### config.mk
export PLATFORM = sky130hd
export DESIGN_NAME = ex_mem
export DESIGN_NICKNAME = d
export VERILOG_FILES = /design/src/rtl/ex_mem.sv
export SDC_FILE = /design/constraint.sdc
export NUM_CORES = 1
export LEC_CHECK = 0
export CORE_AREA = 4 4 179 181
export DETAILED_ROUTE_END_ITERATION = 10
export DIE_AREA = 0 0 183 185
export GPL_ROUTABILITY_DRIVEN = 0
export PLACE_DENSITY = 0.6
export SYNTH_ARGS = -nofsm -noshare
export SYNTH_HDL_FRONTEND = slang
export SYNTH_SLANG_ARGS = --single-unit
### constraint.sdc
create_clock -name CLK -period 3.94 [get_ports CLK]
set_input_delay 0.985 -clock CLK [delete_from_list [all_inputs] [get_ports CLK]]
set_output_delay 0.985 -clock CLK [all_outputs]
set_load 0.01 [all_outputs]
### src/rtl/ex_mem.sv
// ex_mem: execute/memory pipeline latch plus data-memory access sequencer.
//
// Captures execute-stage results and control when the hazard unit advances
// the pipe, issues exactly one dmem read or write for every captured
// load/store, and holds the stage (mem_busy) until the cache reports dhit.
//
// Ports
//   CLK, RST            clock, synchronous active-high reset
//   en, flush           advance / bubble requests from the hazard unit
//   instr_i .. rdSel_i  execute-stage fields and control
//   dhit, dmemload      dmem completion and read data
//   dmemREN/WEN/addr/store  dmem request interface
//   instr_o .. rdSel_o  latched fields for the memory/writeback latch
//   rdata_o             load data (bypasses dmemload in the dhit cycle)
//   mem_busy            stall request to the hazard unit
//   stall_cnt           saturating count of cycles with mem_busy=1
//   state_o             FSM state for debug (0=IDLE, 1=REQ, 2=DONE)
//
// Handshake: a dmem request is held on dmemREN/dmemWEN from the cycle after
// capture until the cycle dhit=1; that cycle completes it. The stage never
// drops or re-issues an outstanding request, so en/flush are ignored while
// mem_busy=1.
module ex_mem #(
  parameter int CNT_W = 32
) (
  input  logic             CLK,
  input  logic             RST,
  input  logic             en,
  input  logic             flush,
  input  logic [31:0]      instr_i,
  input  logic [31:0]      npc_i,
  input  logic [31:0]      curr_pc_i,
  input  logic [31:0]      aluout_i,
  input  logic [31:0]      store_i,
  input  logic             regWr_i,
  input  logic             dWEN_i,
  input  logic             dREN_i,
  input  logic             halt_i,
  input  logic [2:0]       rdSel_i,
  input  logic             dhit,
  input  logic [31:0]      dmemload,
  output logic             dmemREN,
  output logic             dmemWEN,
  output logic [31:0]      dmemaddr,
  output logic [31:0]      dmemstore,
  output logic [31:0]      instr_o,
  output logic [31:0]      npc_o,
  output logic [31:0]      curr_pc_o,
  output logic [31:0]      aluout_o,
  output logic             regWr_o,
  output logic             halt_o,
  output logic [2:0]       rdSel_o,
  output logic [31:0]      rdata_o,
  output logic             mem_busy,
  output logic [CNT_W-1:0] stall_cnt,
  output logic [1:0]       state_o
);

  typedef enum logic [1:0] {
    IDLE = 2'd0,
    REQ  = 2'd1,
    DONE = 2'd2
  } state_t;

  state_t           state_q;
  logic [31:0]      instr_q, npc_q, curr_pc_q, aluout_q, store_q, load_q;
  logic             regWr_q, halt_q, dWEN_q, dREN_q;
  logic [2:0]       rdSel_q;
  logic [CNT_W-1:0] stall_cnt_q;
  logic             in_req;

  assign in_req   = (state_q == REQ);
  // Combinational so the latch can advance in the very cycle dhit arrives.
  assign mem_busy = in_req & ~dhit;

  always_ff @(posedge CLK) begin
    if (RST) begin
      state_q     <= IDLE;
      instr_q     <= '0;
      npc_q       <= '0;
      curr_pc_q   <= '0;
      aluout_q    <= '0;
      store_q     <= '0;
      load_q      <= '0;
      regWr_q     <= 1'b0;
      halt_q      <= 1'b0;
      dWEN_q      <= 1'b0;
      dREN_q      <= 1'b0;
      rdSel_q     <= '0;
      stall_cnt_q <= '0;
    end else begin
      if (flush & ~mem_busy) begin
        // Bubble: clear every latched field so nothing downstream acts.
        state_q   <= IDLE;
        instr_q   <= '0;
        npc_q     <= '0;
        curr_pc_q <= '0;
        aluout_q  <= '0;
        store_q   <= '0;
        regWr_q   <= 1'b0;
        halt_q    <= 1'b0;
        dWEN_q    <= 1'b0;
        dREN_q    <= 1'b0;
        rdSel_q   <= '0;
      end else if (en & ~mem_busy) begin
        state_q   <= (dREN_i | dWEN_i) ? REQ : IDLE;
        instr_q   <= instr_i;
        npc_q     <= npc_i;
        curr_pc_q <= curr_pc_i;
        aluout_q  <= aluout_i;
        store_q   <= store_i;
        regWr_q   <= regWr_i;
        halt_q    <= halt_i;
        dWEN_q    <= dWEN_i;
        dREN_q    <= dREN_i;
        rdSel_q   <= rdSel_i;
      end else if (in_req & dhit) begin
        // Finished but not yet replaced: park in DONE so no re-request.
        state_q <= DONE;
      end

      // Keep the returned word even if a new instruction is captured now.
      if (in_req & dhit & dREN_q) begin
        load_q <= dmemload;
      end

      if (mem_busy && (stall_cnt_q != {CNT_W{1'b1}})) begin
        stall_cnt_q <= stall_cnt_q + CNT_W'(1);
      end
    end
  end

  assign dmemREN   = in_req & dREN_q;
  assign dmemWEN   = in_req & dWEN_q;
  assign dmemaddr  = aluout_q;
  assign dmemstore = store_q;

  assign instr_o   = instr_q;
  assign npc_o     = npc_q;
  assign curr_pc_o = curr_pc_q;
  assign aluout_o  = aluout_q;
  assign regWr_o   = regWr_q;
  assign halt_o    = halt_q;
  assign rdSel_o   = rdSel_q;
  assign rdata_o   = (in_req & dhit) ? dmemload : load_q;
  assign stall_cnt = stall_cnt_q;
  assign state_o   = state_q;

endmodule

## After elaboration in Yosys (flattened, before gate mapping)

Cells that the tools add are included.

- $add $sub $neg: 1
- Equal/unequal tests: 2
- Bitwise logic cells: 10
- Muxes and demuxes: 4
- Reductions and logical operators: 3

Operators with widths:

| kind | count |
|---|---|
| 32-bit by 1-bit adder with 32-bit output (second input constant) | 1 |
| 32-bit 2-to-1 mux | 1 |
| 32-bit inequality test (second input constant) | 1 |
| 1-bit bitwise AND | 7 |
| 2-bit 2-to-1 mux | 2 |
| 2-bit by 1-bit == test with 1-bit output (second input constant) | 1 |
| 1-bit NOT | 2 |
| 2-bit nonzero test | 1 |
| 2-bit OR reduction | 1 |
| 1-bit logical AND | 1 |
| 1-bit 2-to-1 mux | 1 |
| 1-bit OR | 1 |

- Bits in registers: 233
- Word-level logic and storage cells: 33

## Longest topological paths before layout

Gate-level depths: netlist (run 1).

- Depth after elaboration: 5
- Depth in mapped cells: 8
- Depth with buffers taken out: 6

## Worst setup path after synthesis (run 1)

No wires, ideal clock.

- Path type: input to output
- From: in dhit
- To: out rdata_o[10]
- Path slack: 0.878 ns
- Data arrival time: 2.077 ns
- Data required time: 2.955 ns
- Path buffers: 2
- Stages: 4
- Cells stage by stage: and2_1 clkbuf_1 buf_1 mux2_2

- Word-level cells in the longest chain between the ends: 2

Ends and longest elaborated chain:

| element | line | RTL |
|---|---|---|
| start, declared | 40 | `input logic dhit,` |
| 1-bit bitwise AND | 145 | `assign rdata_o = (in_req & dhit) ? dmemload : load_q;` |
| 32-bit 2-to-1 mux | 145 |  |
| end, declared | 53 | `output logic [31:0] rdata_o,` |

No other way between the ends.

## Worst setup path in the final report (run 1)

- From: in dhit
- To: out rdata_o[17]

The elaborated chain is that of the path after synthesis.

==> results.sh, run 1 <==
export IMPL_status="complete, no violations"
export IMPL_clock_fmax_ghz=0.262
export IMPL_worst_pin_slew_ns=1.07
export IMPL_antenna_found_initial=5
export IMPL_routedWlPerCell_um=17.4
export IMPL_syn_avg_cell_area_um2=7.96
export IMPL_rows=64
export IMPL_power_leakage_nw=5.25
export IMPL_grt_pass1_wl_um=51500
export IMPL_vias=9209
export IMPL_path_cells="clkdlybuf4s50_1 -> and2_2 -> buf_12 -> mux2_2 -> clkdlybuf4s50_1"
export IMPL_yosys_warnings=0
export IMPL_critPathRequiredTime_ns=2.95
export IMPL_ir_drop_mv=0.328
export IMPL_setup_slack_ns=0.128
export IMPL_hp_class="flop to flop"
export IMPL_ys_types=40
export IMPL_clock_sinks=233
export IMPL_layout_common_cells="468 x clkdlybuf4s50_1, 415 x nand2_1, 233 x dfxtp_1"
export IMPL_slew_headroom_pct=27.9
export IMPL_tns_ns=0
export IMPL_drv_slew=0
export IMPL_die_h_um=185
export IMPL_core_area_um2=30400
export IMPL_dp_hpwl_um=24900
export IMPL_mostFrequentLayoutCell="clkdlybuf4s50_1"
export IMPL_port_buffers=469
export IMPL_total_power_w=0.00564
export IMPL_crit_arrival_ns=2.83
export IMPL_synth_seq_cells=233
export IMPL_clk_path_buf_depth=3
export IMPL_seqCellArea_um2=4660
export IMPL_hold_violations=0
export IMPL_drt_iter0_markers=468
export IMPL_grt_start_max_net_pins=66
export IMPL_io_pins=470
export IMPL_drc_errors=0
export IMPL_cts_tree="built"
export IMPL_die_width_um=183
export IMPL_ys_seq_area_share_pct=51.2
export IMPL_slowest_delay_ns=0.53
export IMPL_fin_crit_sh_pct=96.7
export IMPL_stdcell_count=1969
export IMPL_vias_per_cell=4.68
export IMPL_post_place_cells=1916
export IMPL_fin_skew_ns=0.0107
export IMPL_wirelength_um=34200
export IMPL_die_area_um2=33900
export IMPL_syn2layout_area_growth_pct=63.7
export IMPL_crit_path_top_delay_cell="clkdlybuf4s50_1"
export IMPL_cts_buffers=28
export IMPL_cp_common_cell="clkdlybuf4s50_1"
export IMPL_drv_cap=0
export IMPL_fin_crit_ns=3.81
export IMPL_initial_core_util_pct=29.9
export IMPL_cts_reportedPaths_clkPinSlew_ns=0.05
export IMPL_path_class="primary input to output pin"
export IMPL_ctsHoldBuffers=0
export IMPL_critPathMaxFanout=32
export IMPL_p_per_area_nw_per_um2=378
export IMPL_fillers=2965
export IMPL_grt_setup_unrepaired="no"
export IMPL_cts_root_buf="clkbuf_16"
export IMPL_grt_use_total_pct=18.8
export IMPL_hold_ws_ns=0.451
export IMPL_syn_nets=1350
export IMPL_multiInputGateArea_um2=3900
export IMPL_pre_cts_slack_ns=0.114
export IMPL_grt_overflow=0
export IMPL_syn_area_um2=9110
export IMPL_synth_cells=1145
export IMPL_setup_violations=0
export IMPL_htreeDepth=1
export IMPL_final_layout_size_suffix_gt1_share_pct=6.37
export IMPL_nets=1755
export IMPL_first_pass_iters=5
export IMPL_clk_latency_ns=0.54
export IMPL_crit_path_end_kind="output pin"
export IMPL_antenna_left=0
export IMPL_grt_pass1_vias=9145
export IMPL_startpoint_type="primary input"
==> worst max-delay path, delay by kind of cell <==
kind          cells  cell delay (ns)
simple gates      1             0.22
mux               1             0.36
buf+inv           3             1.22
==> metal layers <==
metal,GRT usage (%),wire (um),vias to the layer above
li1,-,-,4572
met1,22.3,13600,4237
met2,31.6,16200,336
met3,6.91,3120,62
met4,6.73,1260,2
met5,0,13,-
==> final cells by class <==
type | instances | area share (%)
Timing Repair Buffer | 486 | 33.0
Sequential cell | 233 | 31.3
Multi-Input combinational cell | 797 | 26.2
Clock buffer | 46 | 5.96
Tap cell | 396 | 3.32
Clock inverter | 3 | 0.143
Inverter | 4 | 0.101
Antenna cell | 4 | 0.0671
==> power by group <==
part	internal (W)	leakage, nW	total (W)	switching, W
Combinational	0.000383	2.91	0.000679	0.000296
Sequential	0.00242	1.89	0.00246	0.0000380
Clock	0.00152	0.446	0.00250	0.000980
==> state kept, by name, summed over array words and instances, names as in the netlist <==
name / cells
instr_o: 32
npc_o: 32
load_q: 32
aluout_o: 32
curr_pc_o: 32
state_o: 2
dWEN_q: 1
stall_cnt: 32
dREN_q: 1
regWr_o: 1
dmemstore: 32
rdSel_o: 3
halt_o: 1
==> cell families (layout without fill, tap and decap cells) <==
logic type / Yosys count / after routing / synth area share, %
buf+inv: 115 / 539 / 6.15
other cells: 0 / 4 / 0
compound gates: 246 / 246 / 14.1
fa+ha+maj: 1 / 1 / 0.137
mux: 32 / 32 / 3.96
xor+xnor: 15 / 15 / 1.44
flops: 233 / 233 / 51.2
simple gates: 503 / 503 / 23.1
==> cells in the mapped netlist, drive strengths merged <==
| cell | instances | area, um^2 |
|---|---|---|
| clkbuf | 72 | 270 |
| or3 | 12 | 75.1 |
| o2111ai | 1 | 8.76 |
| nand3 | 7 | 35.0 |
| nor4b | 1 | 8.76 |
| nand4bb | 1 | 11.3 |
| and4 | 3 | 26.3 |
| o21ai | 10 | 50.1 |
| xnor2 | 10 | 87.6 |
| nand2 | 416 | 1560 |
| nand4b | 2 | 17.5 |
| nor2b | 1 | 6.26 |
| a21o | 1 | 7.51 |
| nor4 | 6 | 52.6 |
| ha | 1 | 12.5 |
| or2 | 1 | 6.26 |
| dfxtp | 233 | 4660 |
| and2 | 6 | 37.5 |
| inv | 4 | 15.0 |
| o211ai | 2 | 15.0 |
| o41ai | 1 | 8.76 |
| nor3 | 5 | 30.0 |
| a211oi | 5 | 37.5 |
| a21oi | 218 | 1090 |
| nand4 | 12 | 81.3 |
| or3b | 1 | 8.76 |
| buf | 39 | 275 |
| o31ai | 7 | 52.6 |
| mux2 | 32 | 360 |
| a2111oi | 1 | 8.76 |
| xor2 | 5 | 43.8 |
| nor2 | 19 | 71.3 |
| and3 | 3 | 18.8 |
| or4 | 7 | 52.6 |
==> metrics by stage <==
step / area, um^2 / utilization [%]
CTS: 14900 / 49.0
global route: 14900 / 49.0
finish: 14900 / 49.0
detailed placement: 14000 / 46.0
floorplan: 9110 / -
global placement: 14000 / 46.0
==> repair_timing <==
item                                    CTS  global route
hold endpoints to repair                  0             0
buffers inserted                          0             0
endpoints found under the setup margin    0            13
resized for setup                         0             1
==> worst paths after layout <==
check,startpoint,endpoint,slack [ns],cells after the start
worst max-delay path,dhit,rdata_o[17],0.13,5
worst min-delay path,instr_o[29]$_SDFFE_PP0P_,instr_o[29]$_SDFFE_PP0P_,0.45,2
worst max register to register,stall_cnt[8]$_SDFFE_PP0P_,stall_cnt[28]$_SDFFE_PP0P_,1.49,5
worst min register to register,instr_o[29]$_SDFFE_PP0P_,instr_o[29]$_SDFFE_PP0P_,0.45,2
Note: power is estimated with default switching activity, not from simulation.
==> run 2: changes to the inputs <==
==> config.mk (replaced) <==
export PLATFORM = sky130hd
export DESIGN_NAME = ex_mem
export DESIGN_NICKNAME = d
export VERILOG_FILES = /design/src/rtl/ex_mem.sv
export SDC_FILE = /design/constraint.sdc
export NUM_CORES = 1
export LEC_CHECK = 0
export CORE_AREA = 4 4 180 182
export DETAILED_ROUTE_END_ITERATION = 10
export DIE_AREA = 0 0 184 186
export DONT_BUFFER_PORTS = 1
export GPL_ROUTABILITY_DRIVEN = 0
export PLACE_DENSITY = 0.4
export SLEW_MARGIN = 20
export SYNTH_ARGS = -nofsm -noshare
export SYNTH_HDL_FRONTEND = slang
export SYNTH_SLANG_ARGS = --single-unit
==> run 2 against run 1 <==
Global-route usage down 2.7 points. Combinational power down 64%. Sequential power up 2%. Flip-flop and latch count unchanged. Sequential share of layout area up 15 points. Routed wire length down 11%. Critical path type is now flop to output pin.
==> results.sh, run 2 (synthesized netlist as in run 1, its figures left out) <==
export IMPL_status="complete, no violations"
export IMPL_slowest_delay_ns=0.47
export IMPL_critPathRequiredTime_ns=2.95
export IMPL_layout_common_cells="414 x nand2_1, 233 x dfxtp_1, 218 x a21oi_1"
export IMPL_ctsHoldBuffers=0
export IMPL_drv_cap=0
export IMPL_drv_slew=0
export IMPL_die_area_um2=34200
export IMPL_crit_path_end_kind="output pin"
export IMPL_diodes=0
export IMPL_crit_buf_inv=1
export IMPL_grt_pass1_wl_um=44100
export IMPL_combPwrFrac_pct=4.7
export IMPL_fin_crit_ns=3.30
export IMPL_clk_path_buf_depth=3
export IMPL_postCtsSetupRepairBufs=0
export IMPL_grt_pass1_vias=7077
export IMPL_mostFrequentLayoutCell="nand2_1"
export IMPL_power_leakage_nw=3.47
export IMPL_die_h_um=186
export IMPL_port_buffers=0
export IMPL_antenna_left=0
export IMPL_dp_hpwl_um=21600
export IMPL_antenna_found_initial=0
export IMPL_crit_arrival_ns=2.32
export IMPL_switching_power_w=0.00125
export IMPL_htreeDepth=1
export IMPL_clk_latency_ns=0.54
export IMPL_fin_skew_ns=0.0212
export IMPL_hold_ws_ns=0.446
export IMPL_hold_violations=0
export IMPL_crit_path_top_delay_cell="dfxtp_1"
export IMPL_path_class="flop to output pin"
export IMPL_rows=64
export IMPL_reg2reg_from="state_o[0]$_SDFFE_PP0P_"
export IMPL_syn2layout_area_growth_pct=10.7
export IMPL_grt_use_total_pct=16.1
export IMPL_drt_iter0_markers=342
export IMPL_first_pass_iters=4
export IMPL_worst_pin_slew_ns=0.867
export IMPL_cts_root_buf="clkbuf_16"
export IMPL_clock_fmax_ghz=0.303
export IMPL_vias_per_cell=4.93
export IMPL_power_share_clock_pct=46.5
export IMPL_grt_start_max_net_pins=90
export IMPL_io_pins=470
export IMPL_drc_errors=0
export IMPL_wirelength_um=30600
export IMPL_tns_ns=0
export IMPL_holdPathStages=2
export IMPL_cts_reportedPaths_clkPinSlew_ns=0.06
export IMPL_startpoint_type="flop"
export IMPL_holdPathEnd="load_q[10]$_SDFFE_PP0P_"
export IMPL_reg2regPathDepth=5
export IMPL_cts_buffers=27
export IMPL_r2r_end="stall_cnt[13]$_SDFFE_PP0P_"
export IMPL_final_layout_size_suffix_gt1_share_pct=8.49
export IMPL_core_area_um2=30600
export IMPL_clock_sinks=233
export IMPL_seq_power_share_pct=48.8
export IMPL_initial_core_util_pct=29.8
export IMPL_fillers=3276
export IMPL_vias=7354
export IMPL_path_cells="nor2b_1 -> and2_1 -> buf_4 -> mux2_2"
export IMPL_p_sw_share_pct=24.2
export IMPL_slew_headroom_pct=42.2
export IMPL_setup_violations=0
export IMPL_p_per_area_nw_per_um2=511
export IMPL_seqCellArea_um2=4660
export IMPL_die_width_um=184
export IMPL_cts_tree="built"
export IMPL_multiInputGateArea_um2=3910
export IMPL_hp_class="flop to flop"
export IMPL_min_delay_start="load_q[10]$_SDFFE_PP0P_"
export IMPL_grt_setup_unrepaired="no"
export IMPL_ir_drop_mv=0.294
export IMPL_routedWlPerCell_um=20.5
export IMPL_p_int_w=0.00391
export IMPL_crit_family="flip-flops"
export IMPL_fin_crit_sh_pct=83.8
export IMPL_critPathMaxFanout=32
export IMPL_r2r_slack_ns=1.34
export IMPL_grt_overflow=0
export IMPL_cts_resized=0
export IMPL_nets=1280
export IMPL_worst_path_stages=4
run 2: changes by cell type in the layout (fill, tap and decap cells not counted), moves of 2 or more:
cell,change
clkdlybuf4s50_1,-468
clkbuf_1,+2
diode_2,-4
clkbuf_16,-2
buf_12,-4
clkbuf_8,-2
run 2: stage by stage:
step | total power, W | instance area, um^2 | util, % | setup slack, ns | std cells
floorplan | 0.00275 | 9110 | - | 0.878 | 1145
global placement | 0.00281 | 9220 | 30.1 | 0.901 | 1442
detailed placement | 0.00282 | 9220 | 30.1 | 0.865 | 1442
CTS | 0.00526 | 10100 | 32.9 | 0.602 | 1491
global route | 0.00540 | 10100 | 33.0 | 0.475 | 1491
finish | 0.00516 | 10100 | 33.0 | 0.638 | 1491
run 2: tightest hold or removal path, delay by kind of cell (launching register included):
family	cells	cell delay (ns)
AO/OA/AOI/OAI	1	0.05
flip-flops	1	0.30
AND/OR/NAND/NOR	1	0.05
run 2: worst max path at each step:
stage | endpoint | slack, ns | from
2_1_floorplan | rdata_o[10] | 0.88 | dhit
3_3_place_gp | stall_cnt[23]$_SDFFE_PP0P_ | 0.90 | dhit
3_5_place_dp | stall_cnt[23]$_SDFFE_PP0P_ | 0.86 | dhit
4_1_cts | rdata_o[18] | 0.60 | state_o[0]$_SDFFE_PP0P_
5_1_grt | rdata_o[21] | 0.47 | state_o[0]$_SDFFE_PP0P_
6_report | rdata_o[18] | 0.64 | state_o[0]$_SDFFE_PP0P_
run 2: metal layers:
metal,vias up,wire length (um),track usage [%]
met5,-,0,0
met3,32,3560,7.48
met2,295,14400,26.5
met1,3405,12200,19.5
li1,3622,-,-
met4,0,454,3.46
run 2: cell type report:
cell class | count | share of cell area (%)
sequential | 233 | 46.3
multi-input combinational | 797 | 38.8
tap | 396 | 4.91
clock inverter | 5 | 0.348
clock buffer | 44 | 8.13
inverter | 4 | 0.149
timing repair buffer | 12 | 1.39
run 2: power groups by stage:
stage	sequential (W)	clock, W	combinational [W]
after detailed placement	0.00257	0	0.000250
final	0.00251	0.00240	0.000244
after CTS	0.00252	0.00249	0.000250
after global routing	0.00252	0.00259	0.000279
after floorplan	0.00253	0	0.000217
after global placement	0.00257	0	0.000245
